## src/rtl/hpu_clint_resp_if.sv

```systemverilog
// LSU <-> CLINT load/store port.
//   master : LSU side; drives load requests and committed stores, receives load responses.
//   slave  : CLINT side; receives requests/stores, drives the 1-cycle-latency response.
// Signals:
//   lsu_clint__rd_en     load request pulse (no backpressure)
//   lsu_clint__raddr     load byte address
//   clint_lsu__rd_vld    response valid, one cycle after rd_en
//   clint_lsu__rd_data   response data (0 when not valid)
//   clint_lsu__rd_err    response error: out of window or unaligned
//   lsu_clint__wr_en     committed word store
//   lsu_clint__waddr     store byte address
//   lsu_clint__wdata     store data
interface hpu_clint_resp_if;
   logic        lsu_clint__rd_en;
   logic [31:0] lsu_clint__raddr;
   logic        clint_lsu__rd_vld;
   logic [31:0] clint_lsu__rd_data;
   logic        clint_lsu__rd_err;
   logic        lsu_clint__wr_en;
   logic [31:0] lsu_clint__waddr;
   logic [31:0] lsu_clint__wdata;

   modport master (
      output lsu_clint__rd_en, lsu_clint__raddr,
      output lsu_clint__wr_en, lsu_clint__waddr, lsu_clint__wdata,
      input  clint_lsu__rd_vld, clint_lsu__rd_data, clint_lsu__rd_err
   );

   modport slave (
      input  lsu_clint__rd_en, lsu_clint__raddr,
      input  lsu_clint__wr_en, lsu_clint__waddr, lsu_clint__wdata,
      output clint_lsu__rd_vld, clint_lsu__rd_data, clint_lsu__rd_err
   );
endinterface

```

## src/rtl/hpu_clint_resp.sv

```systemverilog
// CLINT responder for a single hart: holds msip, mtimecmp and the 64-bit mtime counter,
// answers LSU loads with fixed 1-cycle latency, accepts committed word stores and drives
// the machine software/timer interrupt lines.
// Ports:
//   clk_i               clock
//   rst_i               asynchronous reset, active-high
//   lsu_io              LSU load/store port (slave side)
//   time_stop_i         debug halt: freezes mtime and its prescaler
//   clint_csr__msip_o   software interrupt pending
//   clint_csr__mtip_o   timer interrupt pending (registered)
//   clint_csr__mtime_o  live mtime value
module hpu_clint_resp #(
   parameter logic [31:0] CLINT_BASE = 32'h0200_0000,
   parameter int unsigned TICK_DIV   = 1,
   parameter logic [15:0] MSIP_OFS   = 16'h0000,
   parameter logic [15:0] MTCMP_OFS  = 16'h4000,
   parameter logic [15:0] MTIME_OFS  = 16'hbff8
) (
   input  logic                    clk_i,
   input  logic                    rst_i,
   hpu_clint_resp_if.slave         lsu_io,
   input  logic                    time_stop_i,
   output logic                    clint_csr__msip_o,
   output logic                    clint_csr__mtip_o,
   output logic [63:0]             clint_csr__mtime_o
);

   localparam int unsigned PW = (TICK_DIV > 1) ? $clog2(TICK_DIV) : 1;
   localparam logic [PW-1:0] PrescMax = PW'(TICK_DIV - 1);
   localparam logic [15:0] MtcmpHiOfs = MTCMP_OFS + 16'd4;
   localparam logic [15:0] MtimeHiOfs = MTIME_OFS + 16'd4;

   typedef enum logic [2:0] {
      RegNone, RegMsip, RegCmpLo, RegCmpHi, RegTimeLo, RegTimeHi
   } reg_sel_e;

   function automatic reg_sel_e decode_ofs(input logic [15:0] ofs);
      reg_sel_e sel;
      sel = RegNone;
      if (ofs == MSIP_OFS)        sel = RegMsip;
      else if (ofs == MTCMP_OFS)  sel = RegCmpLo;
      else if (ofs == MtcmpHiOfs) sel = RegCmpHi;
      else if (ofs == MTIME_OFS)  sel = RegTimeLo;
      else if (ofs == MtimeHiOfs) sel = RegTimeHi;
      return sel;
   endfunction

   logic [PW-1:0] presc_q, presc_d;
   logic [63:0]   mtime_q, mtime_d;
   logic [63:0]   mtcmp_q, mtcmp_d;
   logic          msip_q, msip_d;
   logic          mtip_q, mtip_d;
   logic          rd_vld_q;
   logic [31:0]   rd_data_q, rd_data_d;
   logic          rd_err_q, rd_err_d;

   // Relative addresses: window membership is "upper half of the offset is zero".
   logic [31:0] rd_rel, wr_rel;
   logic        rd_ok, wr_ok, tick;
   reg_sel_e    rd_sel, wr_sel;

   assign rd_rel = lsu_io.lsu_clint__raddr - CLINT_BASE;
   assign wr_rel = lsu_io.lsu_clint__waddr - CLINT_BASE;
   assign rd_ok  = (rd_rel[31:16] == 16'h0) && (rd_rel[1:0] == 2'b00);
   assign wr_ok  = (wr_rel[31:16] == 16'h0) && (wr_rel[1:0] == 2'b00);
   assign rd_sel = decode_ofs(rd_rel[15:0]);
   assign wr_sel = lsu_io.lsu_clint__wr_en && wr_ok ? decode_ofs(wr_rel[15:0]) : RegNone;
   assign tick   = !time_stop_i && (presc_q == PrescMax);

   // Prescaler keeps counting even when a store overrides the mtime increment.
   always_comb begin
      presc_d = presc_q;
      if (!time_stop_i) begin
         presc_d = tick ? '0 : presc_q + PW'(1);
      end
   end

   // A store to one half replaces the whole increment: the other half holds (no carry).
   always_comb begin
      mtime_d = mtime_q;
      mtcmp_d = mtcmp_q;
      msip_d  = msip_q;
      if (tick) mtime_d = mtime_q + 64'd1;
      unique case (wr_sel)
         RegMsip:   msip_d  = lsu_io.lsu_clint__wdata[0];
         RegCmpLo:  mtcmp_d = {mtcmp_q[63:32], lsu_io.lsu_clint__wdata};
         RegCmpHi:  mtcmp_d = {lsu_io.lsu_clint__wdata, mtcmp_q[31:0]};
         RegTimeLo: mtime_d = {mtime_q[63:32], lsu_io.lsu_clint__wdata};
         RegTimeHi: mtime_d = {lsu_io.lsu_clint__wdata, mtime_q[31:0]};
         default:   ;
      endcase
   end

   assign mtip_d = (mtime_d >= mtcmp_d);

   // Reads sample current register values, so a same-cycle store is not visible.
   always_comb begin
      rd_data_d = '0;
      rd_err_d  = 1'b0;
      if (lsu_io.lsu_clint__rd_en) begin
         if (!rd_ok) begin
            rd_err_d = 1'b1;
         end else begin
            unique case (rd_sel)
               RegMsip:   rd_data_d = {31'b0, msip_q};
               RegCmpLo:  rd_data_d = mtcmp_q[31:0];
               RegCmpHi:  rd_data_d = mtcmp_q[63:32];
               RegTimeLo: rd_data_d = mtime_q[31:0];
               RegTimeHi: rd_data_d = mtime_q[63:32];
               default:   rd_data_d = '0;
            endcase
         end
      end
   end

   always_ff @(posedge clk_i or posedge rst_i) begin
      if (rst_i) begin
         presc_q   <= '0;
         mtime_q   <= '0;
         mtcmp_q   <= '1;
         msip_q    <= 1'b0;
         mtip_q    <= 1'b0;
         rd_vld_q  <= 1'b0;
         rd_data_q <= '0;
         rd_err_q  <= 1'b0;
      end else begin
         presc_q   <= presc_d;
         mtime_q   <= mtime_d;
         mtcmp_q   <= mtcmp_d;
         msip_q    <= msip_d;
         mtip_q    <= mtip_d;
         rd_vld_q  <= lsu_io.lsu_clint__rd_en;
         rd_data_q <= rd_data_d;
         rd_err_q  <= rd_err_d;
      end
   end

   assign lsu_io.clint_lsu__rd_vld  = rd_vld_q;
   assign lsu_io.clint_lsu__rd_data = rd_data_q;
   assign lsu_io.clint_lsu__rd_err  = rd_err_q;
   assign clint_csr__msip_o         = msip_q;
   assign clint_csr__mtip_o         = mtip_q;
   assign clint_csr__mtime_o        = mtime_q;

endmodule

```

## src/flat_wrapper.sv

```systemverilog
// flat-port wrapper written by rule: the top's interface ports become plain ports
module hpu_clint_resp_flat 
#(
   parameter logic [31:0] CLINT_BASE = 32'h0200_0000,
   parameter int unsigned TICK_DIV   = 1,
   parameter logic [15:0] MSIP_OFS   = 16'h0000,
   parameter logic [15:0] MTCMP_OFS  = 16'h4000,
   parameter logic [15:0] MTIME_OFS  = 16'hbff8
)
  (clk_i, rst_i, time_stop_i, clint_csr__msip_o, clint_csr__mtip_o, clint_csr__mtime_o, lsu_io_lsu_clint__rd_en, lsu_io_lsu_clint__raddr, lsu_io_lsu_clint__wr_en, lsu_io_lsu_clint__waddr, lsu_io_lsu_clint__wdata, lsu_io_clint_lsu__rd_vld, lsu_io_clint_lsu__rd_data, lsu_io_clint_lsu__rd_err);
  hpu_clint_resp_if lsu_io_i ();
  input  logic clk_i;
  input  logic rst_i;
  input  logic time_stop_i;
  output logic clint_csr__msip_o;
  output logic clint_csr__mtip_o;
  output logic [63:0] clint_csr__mtime_o;
  input wire logic [$bits(lsu_io_i.lsu_clint__rd_en)-1:0] lsu_io_lsu_clint__rd_en;
  input wire logic [$bits(lsu_io_i.lsu_clint__raddr)-1:0] lsu_io_lsu_clint__raddr;
  input wire logic [$bits(lsu_io_i.lsu_clint__wr_en)-1:0] lsu_io_lsu_clint__wr_en;
  input wire logic [$bits(lsu_io_i.lsu_clint__waddr)-1:0] lsu_io_lsu_clint__waddr;
  input wire logic [$bits(lsu_io_i.lsu_clint__wdata)-1:0] lsu_io_lsu_clint__wdata;
  output wire logic [$bits(lsu_io_i.clint_lsu__rd_vld)-1:0] lsu_io_clint_lsu__rd_vld;
  output wire logic [$bits(lsu_io_i.clint_lsu__rd_data)-1:0] lsu_io_clint_lsu__rd_data;
  output wire logic [$bits(lsu_io_i.clint_lsu__rd_err)-1:0] lsu_io_clint_lsu__rd_err;
  assign lsu_io_i.lsu_clint__rd_en = lsu_io_lsu_clint__rd_en;
  assign lsu_io_i.lsu_clint__raddr = lsu_io_lsu_clint__raddr;
  assign lsu_io_i.lsu_clint__wr_en = lsu_io_lsu_clint__wr_en;
  assign lsu_io_i.lsu_clint__waddr = lsu_io_lsu_clint__waddr;
  assign lsu_io_i.lsu_clint__wdata = lsu_io_lsu_clint__wdata;
  assign lsu_io_clint_lsu__rd_vld = lsu_io_i.clint_lsu__rd_vld;
  assign lsu_io_clint_lsu__rd_data = lsu_io_i.clint_lsu__rd_data;
  assign lsu_io_clint_lsu__rd_err = lsu_io_i.clint_lsu__rd_err;
  hpu_clint_resp #(.CLINT_BASE(CLINT_BASE), .TICK_DIV(TICK_DIV), .MSIP_OFS(MSIP_OFS), .MTCMP_OFS(MTCMP_OFS), .MTIME_OFS(MTIME_OFS)) u_core (.clk_i(clk_i), .rst_i(rst_i), .lsu_io(lsu_io_i), .time_stop_i(time_stop_i), .clint_csr__msip_o(clint_csr__msip_o), .clint_csr__mtip_o(clint_csr__mtip_o), .clint_csr__mtime_o(clint_csr__mtime_o));
endmodule
```

## config.mk

```make
export PLATFORM = sky130hd
export DESIGN_NAME = hpu_clint_resp_flat
export DESIGN_NICKNAME = d
export VERILOG_FILES = /design/src/rtl/hpu_clint_resp_if.sv /design/src/rtl/hpu_clint_resp.sv /design/src/flat_wrapper.sv
export SDC_FILE = /design/constraint.sdc
export NUM_CORES = 1
export LEC_CHECK = 0
export CORE_MARGIN = 2
export CORE_UTILIZATION = 59
export CTS_BUF_LIST = sky130_fd_sc_hd__clkbuf_4
export CTS_CLUSTER_DIAMETER = 150
export CTS_CLUSTER_SIZE = 28
export DETAILED_ROUTE_END_ITERATION = 16
export PLACE_DENSITY = 0.88
export SETUP_SLACK_MARGIN = 0.4
export SLEW_MARGIN = 15
export SYNTH_ARGS = -nofsm -noshare
export SYNTH_HDL_FRONTEND = slang
export SYNTH_SLANG_ARGS = --single-unit
```

## constraint.sdc

```tcl
create_clock -name clk_i -period 10.81 [get_ports clk_i]
set_clock_uncertainty 0.15 [all_clocks]
set_input_delay 2.162 -clock clk_i [delete_from_list [all_inputs] [get_ports clk_i]]
set_output_delay 2.162 -clock clk_i [all_outputs]
set_load 0.05 [all_outputs]
```

Word level (Yosys, flattened, before mapping)
Index checks and enable logic that the tools add are counted.
{"block": "word_totals", "word_cells": 63, "regBits": 165, "out_inout_bits": 100}
{"block": "op_classes", "bitwise_logic": 1, "addsub": 4, "n_eq_ne": 18, "n_mux": 20, "reduce_logical": 11, "magnitude_cmp": 1}
{"operator": "64-bit case mux with 2 select lines", "count": 2}
{"operator": "32-bit case mux with 5 select lines", "count": 1}
{"operator": "64-bit by 1-bit adder with 64-bit output, second input constant", "count": 1}
{"operator": "16-bit by 15-bit equality test with 1-bit output, second input constant", "count": 4}
{"operator": "16-bit equality test, second input constant", "count": 4}
{"operator": "64-bit >= comparator", "count": 1}
{"operator": "16-bit logical NOT", "count": 4}
{"operator": "32-bit 2-to-1 mux", "count": 2}
{"operator": "64-bit 2-to-1 mux", "count": 1}
{"operator": "32-bit by 26-bit subtractor with 32-bit output, second input constant", "count": 2}
{"operator": "3-bit 2-to-1 mux", "count": 11}
{"operator": "3-bit by 2-bit equality test with 1-bit output, second input constant", "count": 4}
{"operator": "3-bit equality test, second input constant", "count": 4}
{"operator": "3-bit by 1-bit equality test with 1-bit output, second input constant", "count": 2}
{"operator": "1-bit logical AND", "count": 4}
{"operator": "2-bit logical NOT", "count": 2}
{"operator": "1-bit 2-to-1 mux", "count": 3}
{"operator": "1-bit adder, second input constant", "count": 1}
{"operator": "1-bit logical NOT", "count": 1}
{"operator": "1-bit inverter", "count": 1}

Longest topological paths before layout
Gate-level depths: netlist of the first run.
{"block": "depth", "word_depth": 11, "depth_mapped": 18, "ltp_nobuf": 15}

Worst setup path before layout of the first run
Ideal clock, no wire load.
{"block": "synth_timing", "path_kind": "input-to-reg", "from": "input port lsu_io_lsu_clint__waddr[25]", "to": "register u_core.mtip_q, in the netlist u_core.clint_csr__mtip_o", "cell_stages": 16, "setup_time_ns": 0.138, "required_time_ns": 10.522, "path_buffers": 1, "arrival_time_ns": 5.787, "path_slack_ns": 4.735, "path_cell_list": "inv_1 ha_1 nor4b_1 nand4_1 nor3_1 nand2_1 nor2_1 buf_2 mux2_2 ha_1 nand2b_1 a2111oi_0 o31ai_1 or4_1 a2111oi_0 a21oi_1"}
{"block": "synth_between", "elab_chain_cells": 8, "word_cells_on_any_way": 12, "classes_between": "add/sub: 1; order compare: 1; eq/ne: 4; mux: 3; reduce/logical: 3"}
{"element": "from (decl)", "line_no": "flat_wrapper.sv:21", "source": "input wire logic [$bits(lsu_io_i.lsu_clint__waddr)-1:0] lsu_io_lsu_clint__waddr;"}
{"element": "32-bit by 26-bit subtractor with 32-bit output (*)", "line_no": "hpu_clint_resp.sv:63", "source": "assign wr_rel = lsu_io.lsu_clint__waddr - CLINT_BASE;"}
{"element": "16-bit logical NOT (*)", "line_no": "hpu_clint_resp.sv:65", "source": "assign wr_ok = (wr_rel[31:16] == 16'h0) && (wr_rel[1:0] == 2'b00);"}
{"element": "1-bit logical AND (*)", "line_no": "hpu_clint_resp.sv:65"}
{"element": "1-bit logical AND (*)", "line_no": "hpu_clint_resp.sv:67", "source": "assign wr_sel = lsu_io.lsu_clint__wr_en && wr_ok ? decode_ofs(wr_rel[15:0]) : RegNone;"}
{"element": "3-bit 2-to-1 mux (*)", "line_no": "hpu_clint_resp.sv:67"}
{"element": "3-bit by 2-bit equality test with 1-bit output", "line_no": "hpu_clint_resp.sv:84", "source": "unique case (wr_sel)"}
{"element": "64-bit case mux with 2 select lines (*)", "line_no": "hpu_clint_resp.sv:84"}
{"element": "net u_core.mtcmp_d[0]", "line_no": "hpu_clint_resp.sv:50", "source": "logic [63:0] mtcmp_q, mtcmp_d;"}
{"element": "64-bit >= comparator (*)", "line_no": "hpu_clint_resp.sv:94", "source": "assign mtip_d = (mtime_d >= mtcmp_d);"}
{"element": "net u_core.mtip_d", "line_no": "hpu_clint_resp.sv:52", "source": "logic mtip_q, mtip_d;"}
{"element": "to (signal assigned)", "line_no": "hpu_clint_resp.sv:131", "source": "mtip_q <= mtip_d;"}
{"element": "to (decl)", "line_no": "hpu_clint_resp.sv:52"}
The timed path passes the listed nets; every way through them passes the cells marked *.
A chain may end at the register's enable or synchronous reset.

Worst setup path after layout of the first run
{"block": "layout_timing", "from": "input port lsu_io_lsu_clint__waddr[14]", "to": "register u_core.mtip_q, in the netlist u_core.clint_csr__mtip_o"}
{"block": "layout_between", "elab_chain_cells": 11, "word_cells_on_any_way": 22, "classes_between": "add/sub: 1; order compare: 1; eq/ne: 8; mux: 8; reduce/logical: 4"}
{"element": "32-bit by 26-bit subtractor with 32-bit output (*)", "line_no": "hpu_clint_resp.sv:63"}
{"element": "16-bit equality test", "line_no": "hpu_clint_resp.sv:44", "source": "else if (ofs == MtimeHiOfs) sel = RegTimeHi;"}
{"element": "3-bit 2-to-1 mux", "line_no": "hpu_clint_resp.sv:44"}
{"element": "3-bit 2-to-1 mux", "line_no": "hpu_clint_resp.sv:43", "source": "else if (ofs == MTIME_OFS) sel = RegTimeLo;"}
{"element": "3-bit 2-to-1 mux", "line_no": "hpu_clint_resp.sv:42", "source": "else if (ofs == MtcmpHiOfs) sel = RegCmpHi;"}
{"element": "3-bit 2-to-1 mux", "line_no": "hpu_clint_resp.sv:41", "source": "else if (ofs == MTCMP_OFS) sel = RegCmpLo;"}
{"element": "3-bit 2-to-1 mux", "line_no": "hpu_clint_resp.sv:40", "source": "if (ofs == MSIP_OFS) sel = RegMsip;"}
{"element": "3-bit 2-to-1 mux (*)", "line_no": "hpu_clint_resp.sv:67"}
{"element": "3-bit equality test", "line_no": "hpu_clint_resp.sv:84"}
{"element": "64-bit case mux with 2 select lines (*)", "line_no": "hpu_clint_resp.sv:84"}
{"element": "net u_core.mtime_d[59]", "line_no": "hpu_clint_resp.sv:49", "source": "logic [63:0] mtime_q, mtime_d;"}
{"element": "64-bit >= comparator (*)", "line_no": "hpu_clint_resp.sv:94"}
{"element": "net u_core.mtip_d", "line_no": "hpu_clint_resp.sv:52"}
Marked as above.

==> results of run 1 <==
==> logic make-up (layout without fill, tap and decap cells) <==
group,Yosys count,count (layout),synth area share [%]
xor gates and xnor gates,4,4,0.333
and+or+nand+nor,342,342,17.1
DFF,165,165,40.0
AOI/OAI and AO/OA,225,225,15.2
muxes,159,159,15.6
buffers and inverters,102,291,3.85
adders and majority gates,67,67,7.97
other,0,1,0
==> how the worst min path moves through the flow <==
stage | from | end | slack [ns]
6_report | u_core.mtcmp_q[47]$_DFF_PP1_ | u_core.mtcmp_q[47]$_DFF_PP1_ | 0.38
3_5_place_dp | u_core.mtcmp_q[47]$_DFF_PP1_ | u_core.mtcmp_q[47]$_DFF_PP1_ | 0.37
5_1_grt | u_core.mtcmp_q[47]$_DFF_PP1_ | u_core.mtcmp_q[47]$_DFF_PP1_ | 0.40
3_3_place_gp | u_core.presc_q$_DFFE_PP0N_ | u_core.presc_q$_DFFE_PP0N_ | 0.36
2_1_floorplan | u_core.presc_q$_DFFE_PP0N_ | u_core.presc_q$_DFFE_PP0N_ | 0.33
4_1_cts | u_core.mtcmp_q[47]$_DFF_PP1_ | u_core.mtcmp_q[47]$_DFF_PP1_ | 0.38
==> synthesized netlist by cell type, drive strengths merged, types with 7 or more instances <==
cell / instances
a311oi: 16
buf: 22
clkbuf: 34
a211o: 7
nand3: 29
o22a: 32
o21ai: 31
nand2: 45
a211oi: 29
nand4: 41
and3: 16
dfstp: 64
nor2: 112
nor3: 31
mux2: 36
and4: 14
ha: 67
mux2i: 123
dfrtp: 101
inv: 46
a21o: 9
a21oi: 55
nor4: 20
==> per-layer routing <==
metal  global-route usage [%]  routed length, µm  up-vias
li1                         -                  -     4395
met1                     48.3              13200     4766
met2                     57.0              15400      631
met3                     6.22               3210       90
met4                     13.7                928        0
met5                        0                  0        -
==> state kept, by name (all words and copies together) (netlist names) <==
name,cells
u_core.clint_csr__msip_o,1
u_core.clint_csr__mtime_o,64
u_core.clint_csr__mtip_o,1
u_core.lsu_io.clint_lsu__rd_data,32
u_core.lsu_io.clint_lsu__rd_err,1
u_core.lsu_io.clint_lsu__rd_vld,1
u_core.mtcmp_q,64
u_core.presc_q,1
==> worst max-delay path, delay by kind of cell <==
kind	cells	cell delay, ns
adder cells (fa/ha/maj)	1	0.31
AND/OR/NAND/NOR	5	1.83
buffers and inverters	3	1.33
AO/OA/AOI/OAI	7	1.52
==> placed cells by master (no fill, tap or decap), types with 3 or more instances in the layout <==
| cell | netlist | routed |
|---|---|---|
| clkdlybuf4s50_1 | 0 | 199 |
| mux2i_1 | 123 | 123 |
| nor2_1 | 110 | 109 |
| dfrtp_1 | 101 | 101 |
| ha_1 | 67 | 67 |
| dfstp_2 | 64 | 64 |
| a21oi_1 | 55 | 55 |
| inv_1 | 46 | 45 |
| nand2_1 | 44 | 44 |
| nand4_1 | 40 | 40 |
| mux2_2 | 36 | 36 |
| o22a_1 | 32 | 32 |
| nor3_1 | 31 | 31 |
| o21ai_0 | 31 | 31 |
| nand3_1 | 29 | 28 |
| a211oi_1 | 28 | 28 |
| nor4_1 | 19 | 19 |
| clkbuf_4 | 0 | 19 |
| a311oi_1 | 16 | 16 |
| and3_1 | 15 | 15 |
| buf_4 | 0 | 15 |
| and4_1 | 14 | 14 |
| a21o_1 | 9 | 9 |
| and2_1 | 6 | 6 |
| o41ai_1 | 6 | 6 |
| a211o_1 | 6 | 6 |
| nor3b_1 | 6 | 6 |
| bufinv_16 | 0 | 4 |
| clkinv_2 | 0 | 4 |
| nor4b_1 | 3 | 3 |
| xnor2_1 | 3 | 3 |
| o31ai_1 | 3 | 3 |
| o32ai_1 | 3 | 3 |
| nor2b_1 | 3 | 3 |
| o21a_1 | 3 | 3 |
| o221a_2 | 3 | 3 |
| o22ai_1 | 3 | 3 |
| nand2b_1 | 3 | 3 |
==> final cells by class <==
cell class,count,area (µm²)
diodes,1,2.50
repair buffers,214,2100
multi-input cells,797,5920
flip-flops and latches,165,4210
inverters,46,178
clock inverters,12,164
fillers,1212,4360
well taps,225,282
clock buffers,19,143
==> report_power, final <==
| part | internal [mW] | switching [mW] |
|---|---|---|
| Clock | 0.184 | 0.222 |
| Combinational | 0.0940 | 0.127 |
| Sequential | 0.630 | 0.0237 |
==> metrics by stage <==
| step | cells | cell area (µm²) | hold WS, ns |
|---|---|---|---|
| 4_1_cts | 1478 | 13000 | 0.384 |
| 3_3_place_gp | 1447 | 12700 | 0.357 |
| 5_1_grt | 1479 | 13000 | 0.398 |
| 2_1_floorplan | 1064 | 10500 | 0.332 |
| 6_report | 1479 | 13000 | 0.382 |
| 3_5_place_dp | 1447 | 12700 | 0.367 |
==> results_dict.tcl, run 1 <==
set metrics [dict create \
    status "finished, final reports clean" \
    antenna_left 0 \
    dr_total_vias 9882 \
    synth.largest_area_cell "dfrtp_1" \
    slew_viol_final 0 \
    cp-endpoint "u_core.clint_csr__mtip_o$_DFF_PP0_" \
    die_w_um 138 \
    slowest_delay_ns 0.56 \
    power_density_nw_per_um2 98.5 \
    synthDistinctLibCells 73 \
    post_cts.repair.setup_buffers 0 \
    cp_slowest_cell "or4b_1" \
    drt-vias-per-instance 6.68 \
    min_path_type "reg -> reg" \
    cts_made_buffers 17 \
    initial_core_util_pct 60.6 \
    antenna_found_initial 1 \
    synth_area_um2 10500 \
    worstHoldPathCells 1 \
    htreeDepth 4 \
    grt.overflow.total 0 \
    yosysWarnings 0 \
    critPathKind "in -> reg" \
    post-route-period-util_pct 63.2 \
    min_period_ns 6.83 \
    synth_cells 1064 \
    wire_per_inst_um 22.2 \
    worst-path-max-fanout 39 \
    hold_viol_final 0 \
    ff2ff_setup_slack_ns 5.76 \
    dieHeight_um 138 \
    rr_startpoint "u_core.clint_csr__mtime_o[3]$_DFF_PP0_" \
    end_kind "flip-flop" \
    synth_edf_count 0 \
    core_area_um2 17400 \
    rr_worst_depth 12 \
    synth_nets 1232 \
    finalSetupViolations 0 \
    cts_buffer_depth 2 \
    async_flop_share_pct 100 \
    startpoint_type "primary input" \
    firstDrtPassIters 7 \
    reg2reg_to "u_core.clint_csr__mtip_o$_DFF_PP0_" \
    p_leak_nw 5.73 \
    drive_above_1_share_pct 13.0 \
    synth-seq-cells 165 \
    post-route-drc-count 0 \
    power_mw 1.28 \
    grt_max_degree 107 \
    ys_seq_area_share_pct 40.0 \
    clkTransAtPathRegs_ns 0.14 \
    max_cap_viol_count 0 \
    path_cells "clkdlybuf4s50_1 > or4b_1 > nor4_1 > and3_1 > buf_4 > nand2_1 > buf_4 > o311a_1 > nor3_1 > ha_1 > a21oi_1 > o21ai_0 > a221oi_1 > o2111ai_1 > a2111oi_0 > a21oi_1" \
    setup_tns_ns 0 \
    clk_latency_ns 0.61 \
    fmax_mhz 146 \
    std_cell_rows 48 \
    synth_area_leaders "dfrtp_1 (24%), dfstp_2 (16%), mux2i_1 (12%)" \
    ir_drop_mv 0.0662 \
    cts-hold-fix-buffers 0 \
    dp_slack_ns 3.40 \
    rsz0062_at_grt "no" \
    gp_congestion 0.977 \
    tightest_slew_ns 0.993 \
    slew-limit-headroom_pct 33.8 \
    dp_hpwl_um 24000 \
    cp-startpoint "lsu_io_lsu_clint__waddr[14]" \
    crit_required_ns 11.15 \
    syn_to_final_growth_pct 23.6 \
    cts_root_buf "clkbuf_4" \
    crit_arrival_ns 7.17 \
    io_pins 201 \
    ys.flop_type "dfrtp_1" \
    synth.top_cell.area_share_pct 24.0 \
    dieArea_um2 18900 \
    ctsResizeCount 0 \
    cts_tree "built" \
    finalWirelength_um 32800 \
    grt_pass1_wl_um 51900 \
    fin_util_pct 74.9 \
    layout.nets 1409 \
    groute.usage.overall_pct 35.6 \
    cts.sinks 165 \
    drt_iter0_drc 1255 \
    syn-mean-instance-area_um2 9.89 \
    portBuffers 200 \
    grt_pass1_vias 9762 \
    final.setup.worst_slack_ns 3.98 \
]
No activity file was read; power rests on OpenSTA's default activity.
==> run 2: changes to the inputs <==
--- a/config.mk
+++ b/config.mk
@@ -6,12 +6,12 @@
 export NUM_CORES = 1
 export LEC_CHECK = 0
 export CORE_MARGIN = 2
-export CORE_UTILIZATION = 59
+export CORE_UTILIZATION = 49
 export CTS_BUF_LIST = sky130_fd_sc_hd__clkbuf_4
 export CTS_CLUSTER_DIAMETER = 150
 export CTS_CLUSTER_SIZE = 28
 export DETAILED_ROUTE_END_ITERATION = 16
-export PLACE_DENSITY = 0.88
+export PLACE_DENSITY = 0.78
 export SETUP_SLACK_MARGIN = 0.4
 export SLEW_MARGIN = 15
 export SYNTH_ARGS = -nofsm -noshare
==> constraint.sdc (replaced) <==
create_clock -name clk_i -period 5.6 [get_ports clk_i]
set_clock_uncertainty 0.15 [all_clocks]
set_input_delay 1.12 -clock clk_i [delete_from_list [all_inputs] [get_ports clk_i]]
set_output_delay 1.12 -clock clk_i [all_outputs]
set_load 0.05 [all_outputs]
==> results_dict.tcl, run 2 (same netlist as run 1, synthesis figures left out) <==
set metrics [dict create \
    status "finished, final reports clean" \
    dieHeight_um 151 \
    power_mw 2.49 \
    min_path_type "reg -> reg" \
    drive_above_1_share_pct 17.3 \
    grt_pass1_wl_um 54600 \
    clk_latency_ns 0.61 \
    antenna_found_initial 1 \
    dieArea_um2 22700 \
    grt_max_degree 71 \
    cts-hold-fix-buffers 0 \
    tightest_slew_ns 0.907 \
    rsz0062_at_grt "no" \
    die_w_um 151 \
    layout.nets 1466 \
    core_area_um2 21000 \
    fmax_mhz 200 \
    portBuffers 200 \
    grt.overflow.total 0 \
    critPathKind "in -> reg" \
    rr_startpoint "u_core.clint_csr__mtime_o[24]$_DFF_PP0_" \
    io_pins 201 \
    post-route-period-util_pct 89.1 \
    cts.sinks 165 \
    p_leak_nw 6.02 \
    wire_per_inst_um 22.1 \
    cp-startpoint "lsu_io_lsu_clint__waddr[25]" \
    layoutNonFillerInstCount 1587 \
    end_kind "flip-flop" \
    min_from "u_core.mtcmp_q[47]$_DFF_PP1_" \
    crit_required_ns 5.95 \
    startpoint_type "primary input" \
    drt_iter0_drc 987 \
    firstDrtPassIters 6 \
    gp_congestion 0.959 \
    syn_to_final_growth_pct 29.1 \
    power_density_nw_per_um2 183 \
    dp_hpwl_um 26800 \
    min_period_ns 4.99 \
    layout_common_cells "clkdlybuf4s50_1 (199), mux2i_1 (123), nor2_1 (109)" \
    ir_drop_mv 0.123 \
    drt-vias-per-instance 6.33 \
    cts_root_buf "clkbuf_4" \
    crit_arrival_ns 5.34 \
    grt_pass1_vias 9957 \
    dr_total_vias 10000 \
    antenna_left 0 \
    cts_tree "built" \
    final_common_cell "clkdlybuf4s50_1" \
    std_cell_rows 53 \
    cts_buffer_depth 2 \
    htreeDepth 4 \
    groute.usage.overall_pct 31.4 \
    worst-path-max-fanout 6 \
    initial_core_util_pct 50.0 \
    slew-limit-headroom_pct 38.9 \
    finalSetupViolations 0 \
    finalWirelength_um 35100 \
    max_cap_viol_count 0 \
    fin_util_pct 64.6 \
    hold_viol_final 0 \
    post-route-drc-count 0 \
    cts_made_buffers 17 \
    clkTransAtPathRegs_ns 0.15 \
    slew_viol_final 0 \
    dpl.cell_count 1554 \
]
-- run 2: changes by cell type in the layout (fill, tap and decap cells not counted), sizes merged --
| cell | change |
|---|---|
| bufinv | -1 |
| clkbuf | -2 |
| inv | +3 |
| clkinv | -2 |
| clkinvlp | +3 |
| buf | +57 |
-- run 2: per-layer routing --
metal	track usage (%)	routed length [µm]	vias up
met1	41.7	14600	4930
met2	50.5	16400	527
met3	6.52	3160	78
met4	12.2	947	0
li1	-	-	4505
met5	0	0	-
-- run 2: worst paths after layout --
check | end | slack, ns | depth (start not counted)
max in group asynchronous | u_core.mtcmp_q[58]$_DFF_PP1_ | 3.49 | 3
worst max-delay path | u_core.clint_csr__mtip_o$_DFF_PP0_ | 0.61 | 21
min in group asynchronous | u_core.clint_csr__mtime_o[52]$_DFF_PP0_ | 0.85 | 2
worst min register to register | u_core.mtcmp_q[47]$_DFF_PP1_ | 0.39 | 1
worst max register to register | u_core.clint_csr__mtip_o$_DFF_PP0_ | 0.79 | 14
worst min-delay path | u_core.mtcmp_q[47]$_DFF_PP1_ | 0.39 | 1
-- run 2: power breakdown --
part           leakage [nW]  internal [mW]  switching (mW)
Combinational          3.82          0.191           0.253
Sequential             2.04           1.22          0.0460
Clock                 0.157          0.313           0.470
Total                  6.02           1.72           0.769
-- run 2: through the flow --
step,setup WS (ns),hold WS (ns),instance area [µm²],TNS [ns]
after global routing,0.406,0.401,13600,0
after floorplan,0.567,0.332,10500,0
final,0.610,0.392,13600,0
after detailed placement,-0.0827,0.362,13200,-0.0827
after global placement,-0.0135,0.362,13200,-0.0135
after CTS,0.590,0.390,13500,0
-- run 2: repair_timing --
item / in CTS / in global routing
endpoints found under the hold margin: 0 / 0
setup buffers: 0 / 0
resized for setup: 0 / 8
setup endpoints to repair: 0 / 1
-- run 2: worst max-delay path: stages --
cell and delay (ns):
clkdlybuf4s50_1 0.49, inv_1 0.05, ha_1 0.26, nor4b_1 0.29, and4_1 0.26, nand3_1 0.24, nor2_2 0.23, buf_4 0.18
buf_4 0.17, a311oi_1 0.06, nor3b_1 0.42, ha_1 0.36, nand4_1 0.17, nor3_1 0.09, buf_4 0.14, nand4_1 0.07
buf_4 0.12, nor3_1 0.03, buf_4 0.13, a2111oi_1 0.39, a21oi_1 0.07
-- run 2: layout make-up --
cell class | instances | area (µm²)
sequential | 165 | 4210
tap | 275 | 344
antenna | 1 | 2.50
inverter | 46 | 176
fill | 1694 | 7440
clock inverter | 15 | 179
timing repair buffer | 271 | 2600
clock buffer | 17 | 128
multi-input combinational | 797 | 5940
